**config.mk**
```make
export PLATFORM = sky130hd
export DESIGN_NAME = fejkon_sysinfo
export DESIGN_NICKNAME = d
export VERILOG_FILES = /design/src/rtl/fejkon_sysinfo.sv
export SDC_FILE = /design/constraint.sdc
export NUM_CORES = 1
export LEC_CHECK = 0
export BUFFER_PORTS_ARGS = -buffer_cell sky130_fd_sc_hd__clkbuf_2
export CAP_MARGIN = 10
export CORE_MARGIN = 1
export CORE_UTILIZATION = 53
export CTS_BUF_LIST = sky130_fd_sc_hd__clkbuf_8 sky130_fd_sc_hd__clkbuf_16
export DETAILED_ROUTE_END_ITERATION = 8
export PLACE_DENSITY_LB_ADDON = 0.15
export SYNTH_ARGS = -nofsm -noshare
export SYNTH_HDL_FRONTEND = slang
export SYNTH_SLANG_ARGS = --single-unit
export TNS_END_PERCENT = 1
```
**constraint.sdc**
```tcl
create_clock -name clk -period 1.35 [get_ports clk]
set_input_delay 0.27 -clock clk [delete_from_list [all_inputs] [get_ports clk]]
set_output_delay 0.27 -clock clk [all_outputs]
set_load 0.05 [all_outputs]
```
**src/rtl/fejkon_sysinfo.sv**
```systemverilog
// fejkon_sysinfo: Avalon-MM system information slave.
// Identity, git hash, scratch word, optional 64-bit uptime with atomic
// HI snapshot, and per-port link status with sticky link-down flags.
// Optional feature macro: FEJKON_SYSINFO_UPTIME_EN (uptime counter + snapshot).
// FEJKON_GIT_HASH is normally supplied by the build; a fixed default value is used otherwise.

`ifndef FEJKON_GIT_HASH
`define FEJKON_GIT_HASH 32'h1234_ABCD
`endif

module fejkon_sysinfo #(
    parameter int unsigned PORTS   = 1,
    parameter logic [7:0]  VERSION = 8'h02
) (
    input  logic             clk,
    input  logic             reset_n,
    input  logic [2:0]       mm_address,
    input  logic             mm_read,
    input  logic             mm_write,
    input  logic [31:0]      mm_writedata,
    output logic [31:0]      mm_readdata,
    output logic             mm_readdatavalid,
    input  logic [PORTS-1:0] port_up
);

    localparam logic [2:0] A_ID     = 3'd0;
    localparam logic [2:0] A_GIT    = 3'd1;
    localparam logic [2:0] A_SCRATCH= 3'd2;
    localparam logic [2:0] A_UPLO   = 3'd3;
    localparam logic [2:0] A_UPHI   = 3'd4;
    localparam logic [2:0] A_STATUS = 3'd5;
    localparam logic [2:0] A_CAPS   = 3'd6;

    logic [31:0]      r_scratch;
    logic [PORTS-1:0] r_port_up;   // sampled port_up, visible in PORT_STATUS
    logic [PORTS-1:0] r_port_q;    // previous sample, for falling-edge detect
    logic [PORTS-1:0] r_down;      // sticky link-down flags

    logic [PORTS-1:0] w_fall;
    logic [PORTS-1:0] w_clr;
    logic [31:0]      w_status;
    logic [31:0]      w_rdata;
    logic             w_caps_uptime;

    assign w_fall = r_port_q & ~r_port_up;
    assign w_clr  = (mm_write && mm_address == A_STATUS) ? mm_writedata[16 +: PORTS] : '0;

`ifdef FEJKON_SYSINFO_UPTIME_EN
    logic [63:0] r_uptime;
    logic [31:0] r_snap_hi;

    // Free-running counter; a LO read captures HI so the pair is coherent.
    always_ff @(posedge clk) begin
        if (!reset_n) begin
            r_uptime  <= '0;
            r_snap_hi <= '0;
        end else begin
            r_uptime <= r_uptime + 64'd1;
            if (mm_read && mm_address == A_UPLO)
                r_snap_hi <= r_uptime[63:32];
        end
    end

    assign w_caps_uptime = 1'b1;
`else
    assign w_caps_uptime = 1'b0;
`endif

    // Scratch register and link status sampling / sticky flags.
    // A set event wins over a same-cycle write-1-clear.
    always_ff @(posedge clk) begin
        if (!reset_n) begin
            r_scratch <= '0;
            r_port_up <= '0;
            r_port_q  <= '0;
            r_down    <= '0;
        end else begin
            if (mm_write && mm_address == A_SCRATCH)
                r_scratch <= mm_writedata;
            r_port_up <= port_up;
            r_port_q  <= r_port_up;
            r_down    <= (r_down & ~w_clr) | w_fall;
        end
    end

    // PORT_STATUS word: nonexistent port bits stay 0.
    always_comb begin
        w_status              = '0;
        w_status[PORTS-1:0]   = r_port_up;
        w_status[16 +: PORTS] = r_down;
    end

    // Read mux; all sources are registered, so a same-cycle write is not seen.
    always_comb begin
        w_rdata = '0;
        case (mm_address)
            A_ID:      w_rdata = {8'(PORTS), VERSION, 16'h0DE5};
            A_GIT:     w_rdata = `FEJKON_GIT_HASH;
            A_SCRATCH: w_rdata = r_scratch;
`ifdef FEJKON_SYSINFO_UPTIME_EN
            A_UPLO:    w_rdata = r_uptime[31:0];
            A_UPHI:    w_rdata = r_snap_hi;
`endif
            A_STATUS:  w_rdata = w_status;
            A_CAPS:    w_rdata = {31'b0, w_caps_uptime};
            default:   w_rdata = '0;
        endcase
    end

    // Fixed one-cycle read response; reset drops any read in the same cycle.
    always_ff @(posedge clk) begin
        if (!reset_n) begin
            mm_readdatavalid <= 1'b0;
            mm_readdata      <= '0;
        end else begin
            mm_readdatavalid <= mm_read;
            if (mm_read)
                mm_readdata <= w_rdata;
        end
    end

endmodule

```
-- Word level (Yosys, flattened, before mapping)
Index checks and enable logic that the tools add are counted.
- logic and storage cells: 19
- output and inout bits: 33
- bits in registers: 68
- input bits: 40
- reduce and logical (&&, ||, !) cells: 3
- muxes and demuxes: 2
- bitwise logic cells: 5
- equality and inequality tests: 3
- operator list (kind ; count):
    $pmux 32 s4 ; 1
    $eq 3x1->1 const B ; 1
    $eq 3x2->1 const B ; 1
    $eq 3x3->1 const B ; 1
    $logic_not 3->1 ; 1
    $and 1x1->1 ; 2
    $logic_and 1x1->1 ; 2
    $not 1->1 ; 2
    $mux 1 ; 1
    $or 1x1->1 ; 1

-- Depth between registers and ports, before layout
Gate-level depths: netlist of the first run.
- depth in word-level cells: 6
- depth in mapped cells: 6
- depth with buffers taken out: 3

-- Worst setup path before layout of the first run
No wires, ideal clock.
- path type: in2reg
- from: input mm_read
- to: register mm_readdata[13]
- setup time: 126 ps
- data required time: 1224 ps
- stages on the path: 5
- path buffers: 2
- arrival time: 1010 ps
- setup slack: 214 ps
- cells stage by stage: clkbuf_1 buf_4 nand2_1 nand2_2 a211oi_2
- RTL lines (element ; RTL line ; source):
    start, declared ; 18 ; input logic mm_read,
    end signal, assigned ; 118 ; mm_readdata <= w_rdata;
    end, declared ; 21 ; output logic [31:0] mm_readdata,

-- Final worst setup path of the first run
- from: register mm_readdata[5]
- to: output mm_readdata[5]
No word-level cell between the ends.

==> impl_results.md, run 1 <==
* Worst Clk Skew at ~0.0047 ns
* Top-count cell post-synth: dfxtp_1
* Setup CP Type: flip-flop to output pin
* Synth Instances at 310
* Asr flop ratio synth at 0%
* RR Endpoint: r_down$_SDFF_PN0_
* Number of global-route vias before repair at 2217
* Bufs on Longest Clock Path at 2
* Synthesized cell area at 0.00298 sq mm
* Power Density at 1220 mW/mm^2
* Slew HR at roughly 76%
* Root buffer cell: clkbuf_8
* Flops & latches, synth at slightly below 70
* Slew Limit Fails at 0
* CTS tree: built
* Placed insts at approximately 440
* Die Ht at 77.0 um
* Fin crit share at 93.0%
* CP Launch Type: flip-flop
* All-Layer GR Usage at 22.3%
* Required time of the critical path at 1.08 ns
* H-tree levels at 3
* Worst Setup End Kind: output pin
* Avg Cell Area, Syn at just under 10 sq um
* Clk slew on worst S/H paths at 0.07 ns
* Via density at between 4 and 5
* Non-Filler Instances at 458
* Pre-antenna DRT Iters at 5
* Critical Path, Cell by Cell: clkbuf_2
* Port bufs at between 70 and 80
* Count of final hold-check violations at 0
* Min-delay src: mm_writedata[22]
* DP Area at 0.00338 sq mm
* Hold path endpoint: r_scratch[22]$_SDFFE_PN0P_
* Leakage power at 1.41 nW
* IO Count at 73
* Worst r2r path cells at 2
* Global route overflow at 0
* Crit-path max FO at 2
* Initial Util at 56.6%
* CP Buf/Inv Count at 1
* Outcome: finished clean
* Iteration-0 DRC Markers at 112
* CTS Buf Count at 9
* Die area at 0.00593 sq mm
* # setup viols final at 0
* Register area share after synthesis at 45.7%
* # diodes at 0
* Final nets at 423
* Initial antenna violation count at 0
* Worst-Margin Slew at 0.355 ns
* Post-synth top area share at 45.7%
* Die W at just under 80 um
* Yosys Warn Count at 0
* Synth area leaders: dfxtp_1 (46%), a21boi_2 (11%), nand2_1 (7.2%), nor2b_1 (6.1%), a211oi_2 (3.8%)
* Clock Latency Late Sink at 0.33 ns
* Commonest cells in the synthesized netlist: dfxtp_1 (68), nand2_1 (57), a21boi_2 (30), nor2b_1 (29), a21oi_1 (17)
* Final HPWL DP at 4350 um
* Global-route wire length before repair at 10300 um
* Crit path max-delay family: flip-flops
* Vias at 2282
* RePlAce Congestion at 0.732
* Post_cts resized at 0
* Core Region at 0.00527 sq mm
* Reg2reg setup slack at 0.51 ns
* Layout area overhead at 20.5%
* Post-synth EDFFs at 0
* Postcts setup bufs at 0
* Number of max-cap violations at 0
* RSZ-0062 raised after global routing: false
* Main flop type after synthesis: dfxtp_1
* # rows at 26
* Worst endpoint data arrival time at 0.99 ns
* Critical path's slowest cell: dfxtp_1
* Layout cells sized above 1 at 42.3%
* Clk sink count at 68
* WL final at 6170 um
* DRC at 0
* Largest net degree at the start of global routing at 27
* Hold-fix buffers, CTS at 0
* Fmax at 0.797 GHz
* Type of the worst min-delay path: input port to flip-flop
* Antenna Nets Post-Route at 0
* Final instance area at roughly 0.0036 sq mm
* Hold Path Stages at 3
* Net count after synthesis at 350
* Worst VDD drop at just under 0.0007 V
* Largest stage delay on the critical path at roughly 0.36 ns
* Unique masters post-synth at 34
* Post-layout min period at about 1.3 ns
* Total negative setup slack at 0 ns
* Leading area contributor after synthesis: dfxtp_1
* Drt wl/cell at 13.5 um
* Hold Worst Slack at 0.150 ns
* R2R Path Start: r_port_up$_SDFF_PN0_
## logic make-up (layout without fill, tap and decap cells)
logic type             count (synthesis)  in the layout  share of synthesized area, %
buffers and inverters                 26            104                          6.09
AND/OR/NAND/NOR                      130            130                          22.9
flip-flops                            68             68                          45.7
AO/OA/AOI/OAI                         86             86                          25.4
## layout make-up
type,instances,area [sq um]
fill,461,1680
inverter,1,3.75
clock buffer,10,138
tap,70,87.6
multi-input combinational,216,1440
clock inverter,6,78.8
timing repair buffer,87,485
sequential,68,1360
## worst max path at each step
stage	startpoint	to	slack, ns	cells past startpoint
5_1_grt	mm_readdata[5]$_SDFFE_PN0P_	mm_readdata[5]	0.06	1
6_report	mm_readdata[5]$_SDFFE_PN0P_	mm_readdata[5]	0.09	1
4_1_cts	mm_readdata[5]$_SDFFE_PN0P_	mm_readdata[5]	0.09	1
2_1_floorplan	mm_read	mm_readdata[13]$_SDFFE_PN0P_	0.21	5
3_3_place_gp	mm_address[0]	mm_readdata[10]$_SDFFE_PN0P_	0.04	5
3_5_place_dp	mm_address[0]	mm_readdata[17]$_SDFFE_PN0P_	0.03	5
## cell usage in the layout (no fill, tap or decap), types with 2 or more instances in the layout
cell | Yosys | final
a211oi_2 | 9 | 9
a21oi_1 | 17 | 17
nor2b_1 | 29 | 29
o21ai_0 | 6 | 6
a21oi_2 | 9 | 9
clkbuf_8 | 0 | 10
and2b_1 | 2 | 2
inv_1 | 1 | 2
nor2_1 | 10 | 10
dfxtp_1 | 68 | 68
a21boi_2 | 30 | 30
nand2_1 | 57 | 57
nand2b_1 | 10 | 10
and2_1 | 3 | 3
clkbuf_2 | 1 | 72
a31oi_1 | 2 | 2
bufinv_16 | 0 | 2
buf_4 | 6 | 14
nand2_2 | 11 | 11
a21boi_0 | 5 | 5
clkinv_2 | 0 | 3
o21a_1 | 5 | 5
## per-layer routing
metal / part of all wire, % / wire length (um) / up-vias / global-route usage (%)
li1: - / - / 1180 / -
met1: 46 / 2870 / 1048 / 28.4
met2: 48 / 2980 / 49 / 36.3
met3: 4.1 / 251 / 5 / 4.17
met4: 1.1 / 68 / 0 / 10.2
met5: 0 / 0 / - / 0
## where the power goes
part	switching, mW	internal (mW)
sequential	0.0281	2.06
clock	0.755	1.07
combinational	0.293	0.183
total	1.08	3.32
## sequential cells by signal, summed over array words and instances (netlist names)
| name | flops |
|---|---|
| r_down | 1 |
| r_port_up | 1 |
| r_port_q | 1 |
| r_scratch | 32 |
| mm_readdata | 32 |
| mm_readdatavalid | 1 |
## per-stage QoR
stage	power (mW)	setup slack (ns)	util [%]
2_1_floorplan	2.47	0.214	-
3_3_place_gp	2.61	0.0426	64.1
3_5_place_dp	2.61	0.0297	64.1
4_1_cts	4.41	0.0864	68.2
5_1_grt	4.54	0.0616	68.2
6_report	4.39	0.0949	68.2
No activity file was read; power rests on OpenSTA's default activity.
==> inputs of run 2 (changes only) <==
--- a/config.mk
+++ b/config.mk
@@ -12,6 +12,7 @@
 export CTS_BUF_LIST = sky130_fd_sc_hd__clkbuf_8 sky130_fd_sc_hd__clkbuf_16
 export DETAILED_ROUTE_END_ITERATION = 8
 export PLACE_DENSITY_LB_ADDON = 0.15
+export SLEW_MARGIN = 15
 export SYNTH_ARGS = -nofsm -noshare
 export SYNTH_HDL_FRONTEND = slang
 export SYNTH_SLANG_ARGS = --single-unit
==> constraint.sdc (replaced) <==
create_clock -name clk -period 1.2 [get_ports clk]
set_input_delay 0.24 -clock clk [delete_from_list [all_inputs] [get_ports clk]]
set_output_delay 0.24 -clock clk [all_outputs]
set_load 0.05 [all_outputs]
==> run 2 against run 1 <==
  * Non-clock buffer count grew 5
  * Sequential share of layout area shrank 0.46 points
  * Final cell count is 1.1% higher
  * Global-route usage increased by 0.46 points
  * Critical path depth unchanged
  * Register-to-register slack got worse by 0.15 ns
  * Combinational power up 16%
  * Count of clock-buffer cells in the layout is 4 higher
  * Utilization up 0.83 points
  * Clock skew fell by 0.0021 ns
==> impl_results.md, run 2 (same netlist as run 1, synthesis figures left out) <==
* H-tree levels at 3 (unchanged)
* CP Buf/Inv Count at 1 (unchanged)
* Final HPWL DP at 4400 um (+1.3%)
* All-Layer GR Usage at 22.7% (+0.46 points)
* DP Area at 0.00340 sq mm (+0.74%)
* Outcome: finished clean
* # rows at 26 (unchanged)
* Slew HR at 78.2% (+1.9 points)
* Number of max-cap violations at 0 (unchanged)
* Layout cells sized above 1 at 42.7% (+0.48 points)
* Largest stage delay on the critical path at 0.33 ns (-0.03 ns)
* Critical path's slowest cell: dfxtp_1
* Hold Worst Slack at 0.113 ns (-0.0374 ns)
* Root buffer cell: clkbuf_8
* Vias at 2342 (+2.6%)
* Core Region at 0.00527 sq mm (unchanged)
* Initial Util at 56.6% (unchanged)
* Worst-Margin Slew at 0.326 ns (-0.0289 ns)
* Worst Clk Skew at 0.00263 ns (-0.00211 ns)
* Post-layout min period at 1.18 ns
* IO Count at 73 (unchanged)
* Slew Limit Fails at 0 (unchanged)
* CTS tree: built
* Crit path max-delay family: flip-flops
* Pre-antenna DRT Iters at 4 (-1)
* DRC at 0 (unchanged)
* Drt wl/cell at 13.5 um (+0.25%)
* Final nets at 428 (+1.2%)
* WL final at 6250 um (+1.3%)
* Most frequent cells in the layout: dfxtp_1 (68), nand2_1 (57), clkbuf_2 (49), a21boi_2 (30), nor2b_1 (29)
* CP Launch Type: flip-flop
* Worst endpoint data arrival time at 0.94 ns (-0.05 ns)
* Bufs on Longest Clock Path at 2 (unchanged)
* Worst setup startpoint: mm_readdata[14]$_SDFFE_PN0P_
* Global-route wire length before repair at 10500 um (+1.9%)
* RePlAce Congestion at 0.752 (+2.8%)
* Post-place setup slack at -0.0924 ns (-0.122 ns)
* Power Density at 1300 mW/mm^2 (+6.1%)
* Hold-fix buffers, CTS at 0 (unchanged)
* Final instance area at 0.00364 sq mm (+1.2%)
* Fmax at 0.848 GHz
* Setup CP Type: flip-flop to output pin
* Clock Latency Late Sink at 0.33 ns (about the same)
* Count of final hold-check violations at 0 (unchanged)
* Type of the worst min-delay path: input port to flip-flop
* Antenna Nets Post-Route at 0 (unchanged)
* # diodes at 0 (unchanged)
* Fin crit share at 98.3%
* Global route overflow at 0 (unchanged)
* Commonest non-fill, non-tap cell in the layout: dfxtp_1
* CTS Buf Count at 9 (unchanged)
* RSZ-0062 raised after global routing: false
* Via density at 5.06 (+1.5%)
* Die W at 77.0 um (unchanged)
* Port bufs at 72 (unchanged)
* Number of global-route vias before repair at 2293 (+3.4%)
* Iteration-0 DRC Markers at 128 (+14%)
* R2R Path Start: r_port_up$_SDFF_PN0_
* Layout area overhead at 22.0%
* Clk slew on worst S/H paths at 0.07 ns (about the same)
* Worst VDD drop at 0.000853 V (+26%)
* Leakage power at 1.43 nW (+1.9%)
* Required time of the critical path at 0.96 ns (-0.12 ns)
* Largest net degree at the start of global routing at 27 (unchanged)
* Initial antenna violation count at 0 (unchanged)
* Die Ht at 77.0 um (unchanged)
* Largest regs: mm_readdata: 32 flops, r_scratch: 32 flops
* Min-delay src: port_up
* Critical Path, Cell by Cell: clkbuf_2
* Setup WS post-layout at 0.0202 ns (-0.0746 ns)
* Crit-path max FO at 2 (unchanged)
* Worst Setup End Kind: output pin
* # setup viols final at 0 (unchanged)
* Die area at 0.00593 sq mm (unchanged)
* Clk sink count at 68 (unchanged)
-- run 2: cell count changes in the layout (fill, tap and decap cells not counted), sizes merged --
cell,delta
bufinv,-2
buf,+14
inv,+1
clkinv,-3
clkbuf,-5
-- run 2: final cells by class --
type,count,area [sq um]
Fill cell,456,1630
Multi-Input combinational cell,216,1440
Sequential cell,68,1360
Timing Repair Buffer,92,546
Clock buffer,14,193
Tap cell,70,87.6
Clock inverter,2,7.51
Inverter,1,3.75
-- run 2: metrics by stage --
stage	instances	total power [mW]	setup TNS [ns]	util [%]
CTS	463	4.74	0	68.6
finish	463	4.72	0	69.0
floorplan	310	2.78	0	-
global route	463	4.88	0	69.0
global placement	447	2.94	-0.414	64.5
detailed placement	447	2.95	-1.30	64.5
-- run 2: metal layers --
metal	share of wire [%]	track usage, %	vias to the layer above
met5	0	0	-
met4	1.7	10.2	0
met3	4.2	4.40	11
met2	48	37.6	60
met1	46	28.6	1088
li1	-	-	1183
-- run 2: power by group --
group / switching, mW / internal, mW / total, mW
clock network: 0.796 / 1.02 / 1.82
logic: 0.333 / 0.218 / 0.551
registers: 0.0309 / 2.32 / 2.35
-- run 2: worst paths after layout --
kind	slack, ns	end	depth (start not counted)
max	0.02	mm_readdata[14]	1
min	0.11	r_port_up$_SDFF_PN0_	2
max reg2reg	0.36	r_down$_SDFF_PN0_	2
min reg2reg	0.46	r_scratch[14]$_SDFFE_PN0P_	2
-- run 2: timing repair --
action / CTS / global route
setup endpoints to repair: 6 / 17
setup buffers: 0 / 0
resized for setup: 6 / 25
==> inputs of run 3 (changes only) <==
--- a/config.mk
+++ b/config.mk
@@ -7,11 +7,13 @@
 export LEC_CHECK = 0
 export BUFFER_PORTS_ARGS = -buffer_cell sky130_fd_sc_hd__clkbuf_2
 export CAP_MARGIN = 10
+export CELL_PAD_IN_SITES_DETAIL_PLACEMENT = 2
+export CELL_PAD_IN_SITES_GLOBAL_PLACEMENT = 2
 export CORE_MARGIN = 1
-export CORE_UTILIZATION = 53
+export CORE_UTILIZATION = 32
 export CTS_BUF_LIST = sky130_fd_sc_hd__clkbuf_8 sky130_fd_sc_hd__clkbuf_16
 export DETAILED_ROUTE_END_ITERATION = 8
-export PLACE_DENSITY_LB_ADDON = 0.15
+export PLACE_DENSITY_LB_ADDON = 0.05
 export SLEW_MARGIN = 15
 export SYNTH_ARGS = -nofsm -noshare
 export SYNTH_HDL_FRONTEND = slang
==> run 3 against run 2 <==
  * Critical path depth unchanged
  * Register-to-register slack better by 0.02 ns
  * Sequential cell count unchanged
  * Non-clock buffer count up 4
  * Die area up 64%
  * Power down 3.8%
  * Final cell count up 8.6%
  * Global-route usage down 5.0 points
  * Maximum frequency up 0.75%
  * Worst hold slack better by 0.0020 ns
  * Count of clock-buffer cells in the layout down 4
  * Setup slack better by 0.0088 ns
  * Critical endpoint unchanged
  * Largest power group unchanged
==> impl_results.md, run 3 (same netlist as run 1, synthesis figures left out) <==
* Outcome: finished clean
* Finished Core Util at 42.3% (-27 points)
* Crit-path max FO at 2 (unchanged)
* Bufs on Longest Clock Path at 2 (unchanged)
* Setup CP Type: flip-flop to output pin
* Final nets at 432 (+0.93%)
* Initial antenna violation count at 0 (unchanged)
* Leakage power at 1.44 nW (+0.73%)
* Clk slew on worst S/H paths at 0.07 ns (about the same)
* # rows at 34 (+31%)
* Iteration-0 DRC Markers at 50 (-61%)
* Slew Limit Fails at 0 (unchanged)
* Commonest non-fill, non-tap cell in the layout: dfxtp_1
* RSZ-0062 raised after global routing: true
* Largest regs: mm_readdata: 32 flops, r_scratch: 32 flops
* WL final at 7980 um (+28%)
* Global-route wire length before repair at 13100 um (+25%)
* Fin crit share at 97.6% (-0.74 points)
* H-tree levels at 3 (unchanged)
* Die area at 0.00970 sq mm (+64%)
* IO Count at 73 (unchanged)
* Postcts setup bufs at 0 (unchanged)
* CP Launch Type: flip-flop
* Final HPWL DP at 5920 um (+34%)
* Post-place setup slack at -0.201 ns (-0.108 ns)
* Number of global-route vias before repair at 2617 (+14%)
* Port bufs at 72 (unchanged)
* Critical path's slowest cell: dfxtp_1
* Clk sink count at 68 (unchanged)
* All-Layer GR Usage at 17.7% (-5.0 points)
* Largest net degree at the start of global routing at 22 (-19%)
* Core Region at 0.00885 sq mm (+68%)
* CTS Buf Count at 9 (unchanged)
* Crit path max-delay family: flip-flops
* Fmax at 0.854 GHz (+0.75%)
* RePlAce Congestion at 0.696 (-7.5%)
* Slew HR at 79.2% (+0.94 points)
* Layout area overhead at 25.5%
* Worst Setup End Kind: output pin
* CTS tree: built
* Pre-antenna DRT Iters at 6 (+2)
* Tot Pwr at 4.54 mW (-3.8%)
* Worst-Margin Slew at 0.312 ns (-0.0134 ns)
* Drt wl/cell at 15.9 um (+17%)
* Required time of the critical path at 0.96 ns (about the same)
* Global route overflow at 0 (unchanged)
* Hold-fix buffers, CTS at 0 (unchanged)
* Type of the worst min-delay path: input port to flip-flop
* Critical Path, Cell by Cell: clkbuf_4
* DRC at 0 (unchanged)
* # setup viols final at 0 (unchanged)
* Post-layout min period at 1.17 ns (-0.00884 ns)
* Vias at 2396 (+2.3%)
* Worst endpoint data arrival time at 0.93 ns (about the same)
* Root buffer cell: clkbuf_8
* Power Density at 1210 mW/mm^2 (-6.4%)
* Setup WS post-layout at 0.0291 ns (+0.00884 ns)
* Antenna Nets Post-Route at 0 (unchanged)
* Worst VDD drop at 0.000556 V (-35%)
* Initial Util at 33.7% (-23 points)
* Die W at 98.5 um (+28%)
* Count of final hold-check violations at 0 (unchanged)
* CP Buf/Inv Count at 1 (unchanged)
* Via density at 4.76 (-5.8%)
* Number of max-cap violations at 0 (unchanged)
* Layout cells sized above 1 at 43.8% (+1.0 points)
* # diodes at 0 (unchanged)
* Die Ht at 98.5 um (+28%)
* Most frequent cells in the layout: dfxtp_1 (66), nand2_1 (57), clkbuf_2 (39), buf_4 (34), a21boi_2 (30)
* Hold Worst Slack at 0.115 ns (+0.00203 ns)
* Clock Latency Late Sink at 0.34 ns (about the same)
* Largest stage delay on the critical path at 0.35 ns (+0.02 ns)
* Worst Clk Skew at 0.00891 ns (+0.00627 ns)
## run 3: cell count changes in the layout (fill, tap and decap cells not counted), moves of 3 or more
cell      change
buf_2         -7
buf_4        +14
clkbuf_2     -10
clkbuf_4      +4
clkinv_2      +3
## run 3: repair_timing
action                     CTS  global route
gates cloned                 0             0
resized for setup           31            19
setup endpoints to repair   29            17
## run 3: area by class of cell
class | instances | area, sq um
Multi-Input combinational cell | 216 | 1440
Clock inverter | 4 | 18.8
Clock buffer | 10 | 138
Inverter | 1 | 3.75
Tap cell | 108 | 135
Sequential cell | 68 | 1360
Fill cell | 1010 | 5110
Timing Repair Buffer | 96 | 643
## run 3: final timing paths
kind / from / endpoint / slack [ns] / cells past startpoint
hold reg to reg: r_scratch[0]$_SDFFE_PN0P_ / r_scratch[0]$_SDFFE_PN0P_ / 0.47 / 2
setup reg to reg: r_port_up$_SDFF_PN0_ / r_down$_SDFF_PN0_ / 0.38 / 2
setup / recovery: mm_readdata[14]$_SDFFE_PN0P_ / mm_readdata[14] / 0.03 / 1
hold / removal: mm_writedata[23] / r_scratch[23]$_SDFFE_PN0P_ / 0.11 / 3
## run 3: per-layer routing
metal	track usage (%)	vias to the layer above	share of wire, %
met3	4.89	5	4.0
li1	-	1185	-
met2	31.1	51	51
met5	0	-	0
met1	21.2	1155	44
met4	5.17	0	0.68
## run 3: where the power goes
part | switching [mW] | total [mW] | internal [mW]
clock network | 0.831 | 1.60 | 0.765
registers | 0.0329 | 2.35 | 2.32
logic | 0.350 | 0.592 | 0.242
total | 1.21 | 4.54 | 3.32
## run 3: through the flow
step / TNS [ns] / cell area [sq um] / instances
floorplan: 0 / 2980 / 310
global placement: -1.12 / 3490 / 489
detailed placement: -3.83 / 3490 / 489
CTS: -0.00671 / 3730 / 503
global route: -0.000702 / 3740 / 503
finish: 0 / 3740 / 503
